### src/rtl/rc_pkg.sv
// Shared definitions for the route-computation stage: direction codes,
// flit type codes, flit field positions and the route-lock state type.
package rc_pkg;

    // One-hot output port codes; all-zero is local, all-ones means no route
    localparam logic [3:0] DIR_W     = 4'b1000;
    localparam logic [3:0] DIR_N     = 4'b0100;
    localparam logic [3:0] DIR_E     = 4'b0010;
    localparam logic [3:0] DIR_S     = 4'b0001;
    localparam logic [3:0] DIR_LOCAL = 4'b0000;
    localparam logic [3:0] DIR_NONE  = 4'b1111;

    localparam logic [1:0] TYPE_HEAD   = 2'b01;
    localparam logic [1:0] TYPE_BODY   = 2'b00;
    localparam logic [1:0] TYPE_TAIL   = 2'b10;
    localparam logic [1:0] TYPE_SINGLE = 2'b11;

    // Destination is {dst_y, dst_x} in bits [35:32]; flit type in [1:0]
    localparam int DST_HI  = 35;
    localparam int DST_LO  = 32;
    localparam int TYPE_HI = 1;
    localparam int TYPE_LO = 0;

    typedef enum logic {
        IDLE   = 1'b0,
        LOCKED = 1'b1
    } rc_state_e;

endpackage

### src/rtl/rc_adaptive_if.sv
// Flit handshake bundle: data/valid travel from master to slave,
// ready travels back from slave to master.
interface rc_adaptive_if #(
    parameter int DATASIZE = 40
);
    logic [DATASIZE-1:0] data;
    logic                valid;
    logic                ready;

    modport master (output data, output valid, input  ready);
    modport slave  (input  data, input  valid, output ready);
endinterface

### src/rtl/rc_route_sel.sv
// Combinational minimal-route selector for a 2D mesh node.
// With RC_ADAPTIVE_EN defined, a packet that can make progress in both X
// and Y takes the port with lower downstream pressure (ties go to X).
// Without it, routing is deterministic XY and the pressure inputs are unused.
module rc_route_sel
    import rc_pkg::*;
#(
    parameter int WIDTH  = 3,
    parameter int MESH_X = 3,
    parameter int MESH_Y = 3,
    parameter int NODE_X = 2,
    parameter int NODE_Y = 2
) (
    input  logic [3:0]     dst,
    input  logic [WIDTH:0] n_pressure,
    input  logic [WIDTH:0] e_pressure,
    input  logic [WIDTH:0] s_pressure,
    input  logic [WIDTH:0] w_pressure,
    output logic [3:0]     dir,
    output logic           err
);

    // Mesh dimensions need one extra bit since they may equal 4
    localparam logic [2:0] MX = 3'(MESH_X);
    localparam logic [2:0] MY = 3'(MESH_Y);
    localparam logic [1:0] NX = 2'(NODE_X);
    localparam logic [1:0] NY = 2'(NODE_Y);

    logic [1:0] dst_x;
    logic [1:0] dst_y;
    logic       x_lo;
    logic       y_lo;
    logic       x_eq;
    logic       y_eq;
    logic [3:0] x_dir;
    logic [3:0] y_dir;
    logic       pick_x;

    assign dst_x = dst[1:0];
    assign dst_y = dst[3:2];
    assign x_lo  = (dst_x < NX);
    assign y_lo  = (dst_y < NY);
    assign x_eq  = (dst_x == NX);
    assign y_eq  = (dst_y == NY);
    assign x_dir = x_lo ? DIR_W : DIR_E;
    assign y_dir = y_lo ? DIR_N : DIR_S;

`ifdef RC_ADAPTIVE_EN
    logic [WIDTH:0] x_press;
    logic [WIDTH:0] y_press;
    assign x_press = x_lo ? w_pressure : e_pressure;
    assign y_press = y_lo ? n_pressure : s_pressure;
    assign pick_x  = (x_press <= y_press);
`else
    logic unused_pressure;
    assign unused_pressure = ^{n_pressure, e_pressure, s_pressure, w_pressure};
    assign pick_x          = 1'b1;
`endif

    // Out-of-mesh addresses win over everything; otherwise pick a productive port
    always_comb begin
        err = ({1'b0, dst_x} >= MX) || ({1'b0, dst_y} >= MY);
        dir = DIR_NONE;
        if (err) begin
            dir = DIR_NONE;
        end else if (x_eq && y_eq) begin
            dir = DIR_LOCAL;
        end else if (y_eq) begin
            dir = x_dir;
        end else if (x_eq) begin
            dir = y_dir;
        end else begin
            dir = pick_x ? x_dir : y_dir;
        end
    end

endmodule

### src/rtl/rc_adaptive.sv
// Route-computation stage for one router input port: decodes the flit,
// picks an output port, locks that port for the rest of a wormhole packet
// and presents the flit through a one-entry registered valid/ready stage.
// Build option: RC_ADAPTIVE_EN enables pressure-based X/Y selection.
module rc_adaptive
    import rc_pkg::*;
#(
    parameter int DATASIZE = 40,
    parameter int WIDTH    = 3,
    parameter int MESH_X   = 3,
    parameter int MESH_Y   = 3,
    parameter int NODE_X   = 2,
    parameter int NODE_Y   = 2
) (
    input  logic                rc_clk,
    input  logic                rst,
    rc_adaptive_if.slave        in_if,
    rc_adaptive_if.master       out_if,
    output logic [3:0]          direction_out,
    output logic                err,
    input  logic [WIDTH:0]      N_pressure_in,
    input  logic [WIDTH:0]      E_pressure_in,
    input  logic [WIDTH:0]      S_pressure_in,
    input  logic [WIDTH:0]      W_pressure_in
);

    rc_state_e           state_q, state_d;
    logic [3:0]          route_q, route_d;
    logic [DATASIZE-1:0] data_q, data_d;
    logic                valid_q, valid_d;
    logic [3:0]          dir_q, dir_d;
    logic                err_q, err_d;

    logic                ready;
    logic                accept;
    logic [1:0]          ftype;
    logic [3:0]          sel_dir;
    logic                sel_err;

    rc_route_sel #(
        .WIDTH  (WIDTH),
        .MESH_X (MESH_X),
        .MESH_Y (MESH_Y),
        .NODE_X (NODE_X),
        .NODE_Y (NODE_Y)
    ) u_route_sel (
        .dst        (in_if.data[DST_HI:DST_LO]),
        .n_pressure (N_pressure_in),
        .e_pressure (E_pressure_in),
        .s_pressure (S_pressure_in),
        .w_pressure (W_pressure_in),
        .dir        (sel_dir),
        .err        (sel_err)
    );

    // Ready depends only on registered state and downstream ready
    assign ready         = !valid_q || out_if.ready;
    assign accept        = in_if.valid && ready;
    assign ftype         = in_if.data[TYPE_HI:TYPE_LO];
    assign in_if.ready   = ready;
    assign out_if.data   = data_q;
    assign out_if.valid  = valid_q;
    assign direction_out = dir_q;
    assign err           = err_q;

    // Next-state: route lock FSM plus the output stage load/drain/hold
    always_comb begin
        state_d = state_q;
        route_d = route_q;
        data_d  = data_q;
        valid_d = valid_q;
        dir_d   = dir_q;
        err_d   = 1'b0;
        if (accept) begin
            data_d  = in_if.data;
            valid_d = 1'b1;
            unique case (state_q)
                IDLE: begin
                    if (ftype == TYPE_HEAD) begin
                        dir_d   = sel_dir;
                        route_d = sel_dir;
                        err_d   = sel_err;
                        state_d = LOCKED;
                    end else if (ftype == TYPE_SINGLE) begin
                        dir_d   = sel_dir;
                        err_d   = sel_err;
                    end else begin
                        // Body or tail with no open packet has nowhere to go
                        dir_d   = DIR_NONE;
                        err_d   = 1'b1;
                    end
                end
                LOCKED: begin
                    if (ftype == TYPE_BODY) begin
                        dir_d   = route_q;
                    end else if (ftype == TYPE_TAIL) begin
                        dir_d   = route_q;
                        state_d = IDLE;
                    end else begin
                        // A new head/single abandons the open packet
                        dir_d   = sel_dir;
                        route_d = sel_dir;
                        err_d   = 1'b1;
                        state_d = (ftype == TYPE_HEAD) ? LOCKED : IDLE;
                    end
                end
                default: begin
                    state_d = IDLE;
                end
            endcase
        end else if (out_if.ready) begin
            valid_d = 1'b0;
            dir_d   = DIR_NONE;
        end
    end

    // State and output registers with asynchronous reset
    always_ff @(posedge rc_clk or posedge rst) begin
        if (rst) begin
            state_q <= IDLE;
            route_q <= DIR_NONE;
            data_q  <= '0;
            valid_q <= 1'b0;
            dir_q   <= DIR_NONE;
            err_q   <= 1'b0;
        end else begin
            state_q <= state_d;
            route_q <= route_d;
            data_q  <= data_d;
            valid_q <= valid_d;
            dir_q   <= dir_d;
            err_q   <= err_d;
        end
    end

endmodule
### src/flat_wrapper.sv
// flat-port wrapper written by rule: the top's interface ports become plain ports
module rc_adaptive_flat import rc_pkg::*;
#(
    parameter int DATASIZE = 40,
    parameter int WIDTH    = 3,
    parameter int MESH_X   = 3,
    parameter int MESH_Y   = 3,
    parameter int NODE_X   = 2,
    parameter int NODE_Y   = 2
)
  (rc_clk, rst, direction_out, err, N_pressure_in, E_pressure_in, S_pressure_in, W_pressure_in, in_if_data, in_if_valid, in_if_ready, out_if_data, out_if_valid, out_if_ready);
  rc_adaptive_if #(.DATASIZE(DATASIZE)) in_if_i ();
  rc_adaptive_if #(.DATASIZE(DATASIZE)) out_if_i ();
  input  logic rc_clk;
  input  logic rst;
  output logic [3:0] direction_out;
  output logic err;
  input  logic [WIDTH:0] N_pressure_in;
  input  logic [WIDTH:0] E_pressure_in;
  input  logic [WIDTH:0] S_pressure_in;
  input  logic [WIDTH:0] W_pressure_in;
  input wire logic [$bits(in_if_i.data)-1:0] in_if_data;
  input wire logic [$bits(in_if_i.valid)-1:0] in_if_valid;
  output wire logic [$bits(in_if_i.ready)-1:0] in_if_ready;
  output wire logic [$bits(out_if_i.data)-1:0] out_if_data;
  output wire logic [$bits(out_if_i.valid)-1:0] out_if_valid;
  input wire logic [$bits(out_if_i.ready)-1:0] out_if_ready;
  assign in_if_i.data = in_if_data;
  assign in_if_i.valid = in_if_valid;
  assign in_if_ready = in_if_i.ready;
  assign out_if_data = out_if_i.data;
  assign out_if_valid = out_if_i.valid;
  assign out_if_i.ready = out_if_ready;
  rc_adaptive #(.DATASIZE(DATASIZE), .WIDTH(WIDTH), .MESH_X(MESH_X), .MESH_Y(MESH_Y), .NODE_X(NODE_X), .NODE_Y(NODE_Y)) u_core (.rc_clk(rc_clk), .rst(rst), .in_if(in_if_i), .out_if(out_if_i), .direction_out(direction_out), .err(err), .N_pressure_in(N_pressure_in), .E_pressure_in(E_pressure_in), .S_pressure_in(S_pressure_in), .W_pressure_in(W_pressure_in));
endmodule
### config.mk
export PLATFORM = sky130hd
export DESIGN_NAME = rc_adaptive_flat
export DESIGN_NICKNAME = d
export VERILOG_FILES = /design/src/rtl/rc_pkg.sv /design/src/rtl/rc_adaptive_if.sv /design/src/rtl/rc_route_sel.sv /design/src/rtl/rc_adaptive.sv /design/src/flat_wrapper.sv
export SDC_FILE = /design/constraint.sdc
export NUM_CORES = 1
export LEC_CHECK = 0
export BUFFER_PORTS_ARGS = -buffer_cell sky130_fd_sc_hd__buf_2
export CAP_MARGIN = 20
export CORE_UTILIZATION = 48
export CTS_BUF_LIST = sky130_fd_sc_hd__clkbuf_4 sky130_fd_sc_hd__clkbuf_8
export CTS_CLUSTER_DIAMETER = 100
export DETAILED_ROUTE_END_ITERATION = 10
export GPL_TIMING_DRIVEN = 0
export MAX_ROUTING_LAYER = met4
export PLACE_DENSITY = 0.82
export RECOVER_POWER = 100
export SYNTH_ARGS = -nofsm -noshare
export SYNTH_HDL_FRONTEND = slang
export SYNTH_SLANG_ARGS = --single-unit
### constraint.sdc
create_clock -name rc_clk -period 2.2 [get_ports rc_clk]
set_clock_uncertainty 0.15 [all_clocks]
set_input_delay 0.11 -clock rc_clk [delete_from_list [all_inputs] [get_ports rc_clk]]
set_output_delay 0.11 -clock rc_clk [all_outputs]
set_load 0.005 [all_outputs]
# After elaboration in Yosys (flattened, before gate mapping)
# Cells that the tools add are included.
dict set report classes {
  n_addsub 0
  mul 0
  n_div 0
  magnitude_cmp 4
  eq_ne 6
  shift 0
  muxes 27
  bitwise_logic 1
  n_reduce_logical 8
}
# op count
set ops {}
lappend ops {{$mux 4} 12}
lappend ops {{$pmux 4 s2} 2}
lappend ops {{$mux 1} 10}
lappend ops {{$eq 2x2->1 const B} 4}
lappend ops {{$ge 2x2->1 const B} 2}
lappend ops {{$lt 2x2->1 const B} 2}
lappend ops {{$pmux 1 s2} 2}
lappend ops {{$mux 3} 1}
lappend ops {{$eq 2x1->1 const B} 1}
lappend ops {{$logic_and 1x1->1} 2}
lappend ops {{$logic_not 2->1} 1}
lappend ops {{$logic_or 1x1->1} 2}
lappend ops {{$ne 2x1->1 const B} 1}
lappend ops {{$reduce_and 2->1} 1}
lappend ops {{$reduce_bool 2->1} 1}
lappend ops {{$logic_not 1->1} 1}
lappend ops {{$not 1->1} 1}
dict set report word_totals {
  regBits 51
  latchBits 0
  ram_bits 0
  mem_bits_ro 0
  wordCells 52
  n_memories 0
}

# Depth between registers and ports, before layout
dict set report depth {
  ltp_word 10
  ltp_mapped 6
  mapped_depth_nobuf 3
}

# Cells and area by module
# A second synthesis with hierarchy kept.
dict set report hier_totals {
  hier_cells 136
  hier_area_um2 2197.1
}
# mod n_inst cells_per_inst area_each_um2 seq_area_each_um2
set by_module_without_submodules {}
lappend by_module_without_submodules {rc_adaptive 1 127 2155.8 1286.2}
lappend by_module_without_submodules {rc_route_sel 1 9 41.3 0.0}

# Worst setup path before layout
# OpenSTA, ideal clock, no wires.
dict set report synth_timing {
  kind {register -> register}
  start {reg u_core.valid_q, in the netlist u_core.out_if.valid}
  end {reg u_core.data_q[10], in the netlist u_core.out_if.data[10]}
  setup_ns 0.125
  arrival_time_ns 1.288
  required_ns 1.925
  path_slack_ns 0.637
  stages_incl_launch_ff 7
  n_path_buf 3
  path_cell_list {dfrtp_1 -> nand2b_4 -> buf_6 -> and2_4 -> buf_6 -> buf_12 -> mux2_4}
}
dict set report synth_via {
  elab_chain_cells 3
}
# element line_no
set synth_rtl {}
lappend synth_rtl {{start: declaration} rc_adaptive.sv:30} ;# logic valid_q, valid_d;
lappend synth_rtl {{start signal: assignment} rc_adaptive.sv:130} ;# valid_q <= valid_d;
lappend synth_rtl {{$logic_not 1->1} rc_adaptive.sv:57} ;# assign ready = !valid_q || out_if.ready;
lappend synth_rtl {{$logic_or 1x1->1} rc_adaptive.sv:57}
lappend synth_rtl {{via in_if_ready} flat_wrapper.sv:24} ;# output wire logic [$bits(in_if_i.ready)-1:0] in_if_ready;
lappend synth_rtl {{$logic_and 1x1->1} rc_adaptive.sv:58} ;# assign accept = in_if.valid && ready;
lappend synth_rtl {{end signal: assignment} rc_adaptive.sv:129} ;# data_q <= data_d;
lappend synth_rtl {{end: declaration} rc_adaptive.sv:29} ;# logic [DATASIZE-1:0] data_q, data_d;
# The timed path passes the listed nets, and every way through them passes these cells.
# A chain may end at the register's enable or synchronous reset.

# Final worst setup path
dict set report layout_timing {
  start {in out_if_ready}
  end {reg u_core.data_q[8], in the netlist u_core.out_if.data[8]}
}
dict set report layout_via {
  elab_chain_cells 2
}
# element line_no
set layout_rtl {}
lappend layout_rtl {{start: declaration} flat_wrapper.sv:27} ;# input wire logic [$bits(out_if_i.ready)-1:0] out_if_ready;
lappend layout_rtl {{$logic_or 1x1->1} rc_adaptive.sv:57}
lappend layout_rtl {{$logic_and 1x1->1} rc_adaptive.sv:58}
# Every way passes these cells.

==> metrics.md <==
| Metric | Value |
|---|---|
| Number of buffers added on ports | 90 |
| FF-to-FF path depth | 6 |
| Worst skew pair latency | 0.30 ns |
| Synth Area in Simple Gates | 0.0311 |
| Clk Tree Root Cell | clkbuf_8 |
| Max Cap Viol | 0 |
| Crit Path Category | in2reg |
| Drt first pass iters | 7 |
| Synth Area in Adders | 0 |
| Area after DPL | 2790 um^2 |
| Post-synth EDFFs | 0 |
| Leading area contributor after synthesis | dfrtp_1 |
| Mux cell area share after synthesis | 0.283 |
| Seq/Total Area, Yosys | 0.572 |
| Die Ht | 70.5 um |
| VDD IR-drop max | 380 uV |
| Clk buf depth | 2 |
| CTS sink count | 51 |
| Post-Synth XOR/XNOR Area | 0 |
| Ant diodes | 0 |
| Crit end category | flop |
| Num rows | 24 |
| Initial Utilization | 0.506 |
| Relative slew margins | 0.417 |
| Compound-gate portion of the synthesized area | 0.0556 |
| Crit path max fanout | 10 |
| Vias | 1619 |
| First-pass GRT wire length | 8290 um |
| Pwr Total | 2.24 mW |
| Inserted Clock Buffers | 5 |
| Worst-Margin Slew | 0.873 ns |
| Final hold vios | 0 |
| Layout area overhead | 39.6% |
| Placement Setup Slack | 0.577 ns |
| Setup TNS | 0 ns |
| Data arrival, critical path | 1.83 ns |
| Cells on Worst Hold Path | 3 |
| Multi-input gate area | 689 um^2 |
| Crit Reg-Reg Startpoint | u_core.out_if.valid |
| WP data required | 2.23 ns |
| Antenna violations before repair | 0 |
| Reg-to-Reg End | u_core.out_if.data[8] |
| Area contributors post-synth | dfrtp_1, mux2_4, dfstp_2, buf_12, mux2_2 |
| Post-Route WL | 5040 um |
| Seq cells post-synth | 51 |
| Overall routing resource usage | 0.229 |
| HP Class | in2reg |
| Die ar. | 4960 um^2 |
| Number of top-level pins | 107 |
| Die X-Extent | 70.5 um |
| Hold Path Origin | in_if_data[0] |
| Slew Limit Fails | 0 |
| Avg Synthesized Cell Area | 16.5 um^2 |
| TritonCTS clock tree | yes |
| Most frequent cell after synthesis | dfrtp_1 |
| Core ar. | 4440 um^2 |
| Grt total ovfl | 0 |
| WL/cell | 15.3 um |
| Reg-to-reg slack, setup | 0.52 ns |
| Routed Antenna Nets | 0 |
| Layout cell share with drive strength beyond 1 | 0.347 |
| PwrDens | 712 nW/um^2 |
| Fmax | 0.555 GHz |
| Drt via density | 4.92 |
| Worst setup SP type | input pin |
| Register Area | 1290 um^2 |
| Worst Hold Path EP | u_core.route_q[1] |
| Failing checks | DRC |
| Synth Cell Area | 2250 um^2 |
| Synth cell types | 27 |
| DR iter-0 viols | 119 |
| Yosys top cell area share | 0.478 |
| Syn nets | 196 |
| Min Clock Period, post-route | 1.80 ns |
| Leak | 1.45 nW |
| Layout Nets | 336 |
| Post-Syn Instances | 136 |
| Placed Cells | 279 |
| Unrepaired setup endpoints after global routing | no |
| Clk slew on worst S/H paths | 0.08 ns |
| Post-route insts no fill | 329 |
| Final GP Congestion | 0.832 |
| Final period util | 0.819 |
| Hpwl dp | 3130 um |
| Largest family of logic cells by synthesized area | multiplexers |
| Final instance area | 3140 um^2 |
| H-tree level count | 2 |
| Top FF cell, synth | dfrtp_1 |
| Vias in the first global route | 1686 |
| Most frequent cells after synthesis | dfrtp_1, mux2_4, dfstp_2 |
| Largest net degree at the start of global routing | 31 |
| Final setup violating endpoints | 0 |
| Final routed DRC violation total | 20 |
| Status | finished, violations left |
| Filler cells | 375 |
| Final setup margin | 0.398 ns |
| Asr flop ratio synth | 1.00 |
| YS warnings | 0 |
## per-stage QoR
| stage | hold slack [ns] | util |
|---|---|---|
| final | 0.0961 | 0.707 |
| after global routing | 0.116 | 0.707 |
| after CTS | 0.0788 | 0.745 |
| after detailed placement | 0.00574 | 0.627 |
| after global placement | 0.182 | 0.622 |
| after floorplan | 0.0462 | - |
## state kept, by name (all words and copies together), names as in the netlist
| name | cells |
|---|---|
| u_core.err | 1 |
| u_core.state_q | 1 |
| u_core.route_q | 4 |
| u_core.out_if.data | 40 |
| u_core.direction_out | 4 |
| u_core.out_if.valid | 1 |
## power breakdown
part / internal (mW) / total [mW] / switching, mW / leakage [nW]
Clock: 0.300 / 0.582 / 0.283 / 0.0549
Sequential: 1.10 / 1.18 / 0.0768 / 0.585
Combinational: 0.278 / 0.479 / 0.201 / 0.812
Total: 1.68 / 2.24 / 0.560 / 1.45
## what timing repair did
item / CTS / global route
setup buffers: 0 / 0
hold buffers: 42 / 0
hold endpoints to repair: 64 / 0
resized for setup: 0 / 0
## area by class of cell
class	count	area share
Sequential cell	51	0.410
Timing Repair Buffer	133	0.275
Multi-Input combinational cell	71	0.220
Buffer	7	0.0339
Clock buffer	8	0.0331
Tap cell	52	0.0207
Inverter	7	0.00837
## worst max-delay path by stage
| stage | from | end | slack, ns | depth (start not counted) |
|---|---|---|---|---|
| after floorplan | u_core.out_if.valid | u_core.out_if.data[10] | 0.64 | 6 |
| after global placement | rst | u_core.err | 0.18 | 2 |
| after detailed placement | u_core.out_if.valid | u_core.out_if.data[26] | 0.58 | 6 |
| after CTS | out_if_ready | u_core.out_if.data[26] | 0.47 | 8 |
| after global routing | out_if_ready | u_core.out_if.data[36] | 0.34 | 8 |
| final | out_if_ready | u_core.out_if.data[8] | 0.40 | 8 |
## layer usage
layer / wire length, um / vias up / global-route usage
met5: 0 / - / -
met4: 51 / 0 / 0.0544
met3: 371 / 7 / 0.0563
met2: 2500 / 75 / 0.367
met1: 2120 / 777 / 0.296
li1: - / 760 / -
## worst max-delay path, cell delays in order
cell and delay (ns):
dlygate4sd3_1 0.53, clkbuf_1 0.12, nand2b_1 0.16, buf_6 0.13
and2_0 0.15, buf_6 0.15, buf_12 0.14, mux2_1 0.32
## cells by family after synthesis
logic type / after synthesis
AOI/OAI and AO/OA: 17
buffers and inverters: 14
DFF: 51
muxes: 44
and+or+nand+nor: 10
## cells in the final DEF (no fill, tap or decap), types with 2 or more instances in the layout
cell	n
clkbuf_1	21
buf_12	5
o22a_1	3
nor3b_1	3
mux2_1	35
dfrtp_1	43
mux2_2	4
inv_1	7
nand2_1	2
a31oi_1	3
buf_2	68
dfstp_1	3
buf_6	2
nand2b_1	2
dlygate4sd3_1	42
a21oi_1	3
clkbuf_8	7
mux2i_1	2
dfstp_2	5
mux2_4	3
buf_1	2
No activity file was read; power rests on OpenSTA's default activity.
